`config.mk`:
```
export PLATFORM = sky130hd
export DESIGN_NAME = hls_call_driver
export DESIGN_NICKNAME = d
export VERILOG_FILES = /design/src/rtl/hls_call_pkg.sv /design/src/rtl/hls_call_result_fifo.sv /design/src/rtl/hls_call_driver.sv
export SDC_FILE = /design/constraint.sdc
export NUM_CORES = 1
export LEC_CHECK = 0
export CAP_MARGIN = 20
export CORE_ASPECT_RATIO = 0.75
export CORE_MARGIN = 10
export CORE_UTILIZATION = 53
export DETAILED_ROUTE_END_ITERATION = 10
export GPL_ROUTABILITY_DRIVEN = 1
export PLACE_DENSITY = 0.82
export SLEW_MARGIN = 20
export SYNTH_ARGS = -nofsm -noshare
export SYNTH_HDL_FRONTEND = slang
export SYNTH_SLANG_ARGS = --single-unit
```
`constraint.sdc`:
```
create_clock -name clock -period 7.17 [get_ports clock]
set_input_delay 1.7925 -clock clock [delete_from_list [all_inputs] [get_ports clock]]
set_output_delay 1.7925 -clock clock [all_outputs]
set_load 0.005 [all_outputs]
```
`src/rtl/hls_call_pkg.sv`:
```
// Shared types and sizing helpers for the HLS call/return initiator.
package hls_call_pkg;

  localparam int DEF_A_W = 64;
  localparam int DEF_N_W = 32;
  localparam int DEF_R_W = 32;

  typedef enum logic {
    IDLE = 1'b0,
    CALL = 1'b1
  } issue_state_e;

  function automatic int ptr_w(input int depth);
    return (depth <= 2) ? 1 : $clog2(depth);
  endfunction

endpackage

```
`src/rtl/hls_call_result_fifo.sv`:
```
// Result FIFO with a registered head: storage array plus an output register.
// A push into an empty FIFO lands directly in the output register one cycle later.
module hls_call_result_fifo
  import hls_call_pkg::*;
#(
  parameter int R_W   = DEF_R_W,
  parameter int DEPTH = 4
) (
  input  logic           clock,
  input  logic           resetn,
  input  logic           push,
  input  logic [R_W-1:0] push_data,
  output logic           full,
  input  logic           pop,
  output logic           empty,
  output logic [R_W-1:0] dout
);

  localparam int PW = ptr_w(DEPTH);

  logic [R_W-1:0] mem [DEPTH];
  logic [PW-1:0]  wr_ptr_reg, rd_ptr_reg;
  logic [PW:0]    mem_cnt_reg;
  logic           out_valid_reg;
  logic [R_W-1:0] out_data_reg;

  logic pop_eff, load, mem_nonempty, push_ok, direct, mem_wr, mem_rd;

  // Occupancy counts the output register, so full means DEPTH results held in total.
  assign full         = (mem_cnt_reg + (PW+1)'(out_valid_reg)) == (PW+1)'(DEPTH);
  assign empty        = !out_valid_reg;
  assign dout         = out_data_reg;
  assign pop_eff      = pop && out_valid_reg;
  assign load         = !out_valid_reg || pop_eff;
  assign mem_nonempty = (mem_cnt_reg != '0);
  assign push_ok      = push && (!full || pop_eff);
  assign direct       = push_ok && load && !mem_nonempty;
  assign mem_wr       = push_ok && !direct;
  assign mem_rd       = load && mem_nonempty;

  always_ff @(posedge clock) begin
    if (mem_wr) mem[wr_ptr_reg] <= push_data;
  end

  always_ff @(posedge clock or negedge resetn) begin
    if (!resetn) begin
      wr_ptr_reg    <= '0;
      rd_ptr_reg    <= '0;
      mem_cnt_reg   <= '0;
      out_valid_reg <= 1'b0;
      out_data_reg  <= '0;
    end else begin
      if (mem_wr) wr_ptr_reg <= wr_ptr_reg + 1'b1;
      if (mem_rd) rd_ptr_reg <= rd_ptr_reg + 1'b1;
      mem_cnt_reg <= mem_cnt_reg + (PW+1)'(mem_wr) - (PW+1)'(mem_rd);
      if (mem_rd) begin
        out_data_reg  <= mem[rd_ptr_reg];
        out_valid_reg <= 1'b1;
      end else if (direct) begin
        out_data_reg  <= push_data;
        out_valid_reg <= 1'b1;
      end else if (pop_eff) begin
        out_valid_reg <= 1'b0;
      end
    end
  end

endmodule

```
`src/rtl/hls_call_driver.sv`:
```
// Caller-side initiator: issues credit-limited calls on start/busy and
// buffers component results for a downstream valid/ready consumer.
module hls_call_driver
  import hls_call_pkg::*;
#(
  parameter int A_W       = DEF_A_W,
  parameter int N_W       = DEF_N_W,
  parameter int R_W       = DEF_R_W,
  parameter int RES_DEPTH = 4,
  parameter int CNT_W     = 16
) (
  input  logic             clock,
  input  logic             resetn,
  input  logic             req_valid,
  output logic             req_ready,
  input  logic [A_W-1:0]   req_a,
  input  logic [N_W-1:0]   req_n,
  output logic             start,
  input  logic             busy,
  output logic [A_W-1:0]   a,
  output logic [N_W-1:0]   n,
  input  logic             done,
  output logic             stall,
  input  logic [R_W-1:0]   returndata,
  output logic             rsp_valid,
  input  logic             rsp_ready,
  output logic [R_W-1:0]   rsp_data,
  output logic [CNT_W-1:0] calls_issued,
  output logic [CNT_W-1:0] results_done,
  output logic             err_unexpected_done
);

  localparam int CW = ptr_w(RES_DEPTH) + 1;

  issue_state_e   state_reg, state_next;
  logic [A_W-1:0] a_reg, a_next;
  logic [N_W-1:0] n_reg, n_next;
  logic [CW-1:0]  reserved_reg, outstanding_reg;
  logic [CNT_W-1:0] calls_reg, results_reg;
  logic           err_reg;

  logic can_accept, req_accept, call_accept, ret_accept, unexpected, pop;
  logic fifo_full, fifo_empty;

  assign can_accept = (reserved_reg < CW'(RES_DEPTH));

  always_comb begin
    state_next  = state_reg;
    a_next      = a_reg;
    n_next      = n_reg;
    req_ready   = 1'b0;
    start       = 1'b0;
    req_accept  = 1'b0;
    call_accept = 1'b0;
    case (state_reg)
      IDLE: begin
        req_ready = can_accept;
        if (req_valid && can_accept) begin
          req_accept = 1'b1;
          a_next     = req_a;
          n_next     = req_n;
          state_next = CALL;
        end
      end
      CALL: begin
        start = 1'b1;
        if (!busy) begin
          call_accept = 1'b1;
          state_next  = IDLE;
        end
      end
      default: state_next = IDLE;
    endcase
  end

  // A call accepted this cycle already counts as outstanding for a coincident done.
  assign ret_accept = done && !stall && ((outstanding_reg != '0) || call_accept);
  assign unexpected = done && (outstanding_reg == '0) && !call_accept;
  assign pop        = rsp_valid && rsp_ready;
  // Credits keep FIFO occupancy plus outstanding calls within RES_DEPTH, so this stays low.
  assign stall      = fifo_full && (outstanding_reg != '0);
  assign rsp_valid  = !fifo_empty;

  assign a                   = a_reg;
  assign n                   = n_reg;
  assign calls_issued        = calls_reg;
  assign results_done        = results_reg;
  assign err_unexpected_done = err_reg;

  always_ff @(posedge clock or negedge resetn) begin
    if (!resetn) begin
      state_reg       <= IDLE;
      a_reg           <= '0;
      n_reg           <= '0;
      reserved_reg    <= '0;
      outstanding_reg <= '0;
      calls_reg       <= '0;
      results_reg     <= '0;
      err_reg         <= 1'b0;
    end else begin
      state_reg <= state_next;
      a_reg     <= a_next;
      n_reg     <= n_next;
      reserved_reg    <= reserved_reg + CW'(req_accept) - CW'(pop);
      outstanding_reg <= outstanding_reg + CW'(call_accept) - CW'(ret_accept);
      if (call_accept) calls_reg   <= calls_reg + 1'b1;
      if (pop)         results_reg <= results_reg + 1'b1;
      if (unexpected)  err_reg     <= 1'b1;
    end
  end

  hls_call_result_fifo #(
    .R_W   (R_W),
    .DEPTH (RES_DEPTH)
  ) u_fifo (
    .clock     (clock),
    .resetn    (resetn),
    .push      (ret_accept),
    .push_data (returndata),
    .full      (fifo_full),
    .pop       (rsp_ready),
    .empty     (fifo_empty),
    .dout      (rsp_data)
  );

endmodule

```
==> results.md <==
* Die W at 195 um
* Worst IR Drop VDD at ~0.26 mV
* Clock latency on the worst-skew pair at 0.55 ns
* WL per Instance at approximately 24 um
* Min-Delay Path Class: flip-flop to flip-flop
* Vias in the first global route at 7,734
* WP data arrival at around 2.7 ns
* Total CTS buffers at 30
* CTS max path bufs at 3
* Setup CP Type: flip-flop to output pin
* Register area share after synthesis at 0.678
* Setup Fix Bufs, Post-CTS at 0
* Post-CTS sizing at 0
* Max reg flops at 128
* Area leader, netlist: dfrtp_1
* Status: finished, final reports clean
* First-pass GRT wire length at between 40,000 and 50,000 um
* Clock sinks at a little over 300
* Mapped Nets at between 800 and 900
* Netlist Area Pre-Place at 0.0122 mm2
* IO Pins at between 200 and 300
* Vias/cell at between 5 and 6
* Async set or reset register ratio after synthesis at 0.579
* Synth Flop Type: dfrtp_1
* Max cap viols at 0
* Slew margin rel. at 0.289
* H-tree Lvls at 1
* Hpwl dp at between 20,000 and 25,000 um
* Core ar. at approximately 0.022 mm2
* DRC Markers at 0
* Synth-to-layout area growth at 34.6%
* Met1 Usage GRT at 0.243
* Mean Syn Cell Area at 18.0 um2
* 1st-pass router iterations at 4
* Crit path launch type: flip-flop
* Layout cells sized above 1 at 0.254
* Power Total at slightly below 7000 uW
* RSZ-0062 raised after global routing: false
* Worst path required time at roughly 5.4 ns
* Worst-margin pin slew at around 1.1 ns
* Starting utilization of the core area at 0.545
* CTS Root Cell: clkbuf_16
* Max-slew violation count at 0
* Final WL at roughly 31,000 um
* Post-DRT Antenna Nets at 0
* GRT busiest layer: met2
* Post-synth EDFFs at roughly 130
* M2 GR Usage at 0.332
* Hold Vio Cnt, Final at 0
* Largest net degree at the start of global routing at between 80 and 90
* Fmax at about 220 MHz
* Synth cell count leaders: dfrtp_1 (176), mux2_2 (134), edfxtp_1 (128)
* FF+latch count, synth at around 300
* FP Rows at between 40 and 50
* Most frequent cell after synthesis: dfrtp_1
* Post-synth top area share at 0.362
* CP endpoint kind: output pin
* CTS tree: done
* Setup tns final at 0 ns
* Initial DRC Count at 331
* Die ar. at roughly 0.029 mm2
* Final setup vio count at 0
* YS warnings at 0
* M3 GR Usage at 0.0903
* Vias at 6,960
* Max Clock Skew at between 0.015 and 0.02 ns
* Chip height at between 150 and 200 um
* Grt total ovfl at 0
* Post-synth cell types at 43
* Antenna violations before repair at 4
* Post-layout min period at around 4.5 ns
* Buffers on Ports at approximately 300
* Pwr Density at ~420 mW/mm2
* GRT Overall Usage at 0.203
* RD Place Congestion at 0.815
* Final #Nets at between 1k and 1.5k
* Hold_buf cts at 0
* Clock slew at reported path FFs at approximately 0.070 ns
* Synth area leaders: dfrtp_1 (36%), edfxtp_1 (32%), mux2_2 (12%)
* Post-Synthesis Cells at between 600 and 700
* Worst-path maximum fanout at 9
* Fin crit share at 0.626
* Leakage at between 0.006 and 0.007 uW
cells by family after synthesis:
logic type	after synthesis	share of synthesized area
adders and majority gates	17	0.0193
AOI/OAI and AO/OA	9	0.00740
DFF	304	0.678
and+or+nand+nor	71	0.0305
xor gates and xnor gates	40	0.0288
buffers and inverters	41	0.0186
muxes	194	0.217
worst max-delay path, cell delays in order (launching register included):
cell	delay [ns]
dfrtp_1	0.48
ha_1	0.25
ha_1	0.29
or3_1	0.41
nor2_1	0.14
clkdlybuf4s50_1	0.56
cells in the final DEF, fill, tap and decap left out, drive strengths merged, types with 4 or more instances in the layout:
cell type,Yosys,layout
clkbuf,10,48
nand3,10,10
edfxtp,128,128
diode,0,4
xnor2,29,29
inv,13,14
mux4,32,32
nand2,21,21
buf,17,10
nand4,5,5
clkdlybuf4s50,0,297
and2,7,7
clkinv,1,7
nor3,5,5
xor2,11,11
mux2,162,162
ha,14,14
nor2,7,7
dfrtp,176,176
cell type report:
cell class                      instances  area (um2)
Clock inverter                          8        57.6
Clock buffer                           48         890
Tap cell                              294         368
Inverter                               14        52.6
Sequential cell                       304        8250
Fill cell                            1415        5970
Antenna cell                            4        10.0
Timing Repair Buffer                  307        3050
Multi-Input combinational cell        331        3700
final timing paths:
kind	start	end	slack, ns	cells past startpoint
min in group asynchronous	resetn	u_fifo.dout[15]	1.30	1
hold / removal	err_unexpected_done	err_unexpected_done	0.47	1
hold reg to reg	err_unexpected_done	err_unexpected_done	0.47	1
setup reg to reg	u_fifo.out_valid_reg	outstanding_reg[2]	4.27	11
max in group asynchronous	resetn	a[4]	4.61	2
setup / recovery	u_fifo.out_valid_reg	stall	2.68	5
power by group:
part           internal [uW]  leakage, uW  total [uW]  switching (uW)
clock                    851     0.000463        1490             635
sequential              2460      0.00328        2830             368
combinational           1620      0.00260        2620             997
total                   4940      0.00635        6940            2000
metrics by stage:
step | cells | area, um2 | setup slack (ns) | hold WS, ns | util
finish | 1310 | 16400 | 2.68 | 0.474 | 0.733
global route | 1310 | 16400 | 2.58 | 0.509 | 0.733
CTS | 1306 | 16400 | 2.67 | 0.477 | 0.732
detailed placement | 1250 | 15400 | 2.59 | 0.459 | 0.690
global placement | 1250 | 15400 | 2.65 | 0.455 | 0.690
floorplan | 676 | 12200 | 3.36 | 0.446 | -
per-layer routing:
layer,wire length [um],up-vias
met1,12100,3569
met5,0,-
li1,-,3132
met3,3100,39
met2,15300,220
met4,463,0
(Power assumes the default switching activity.)
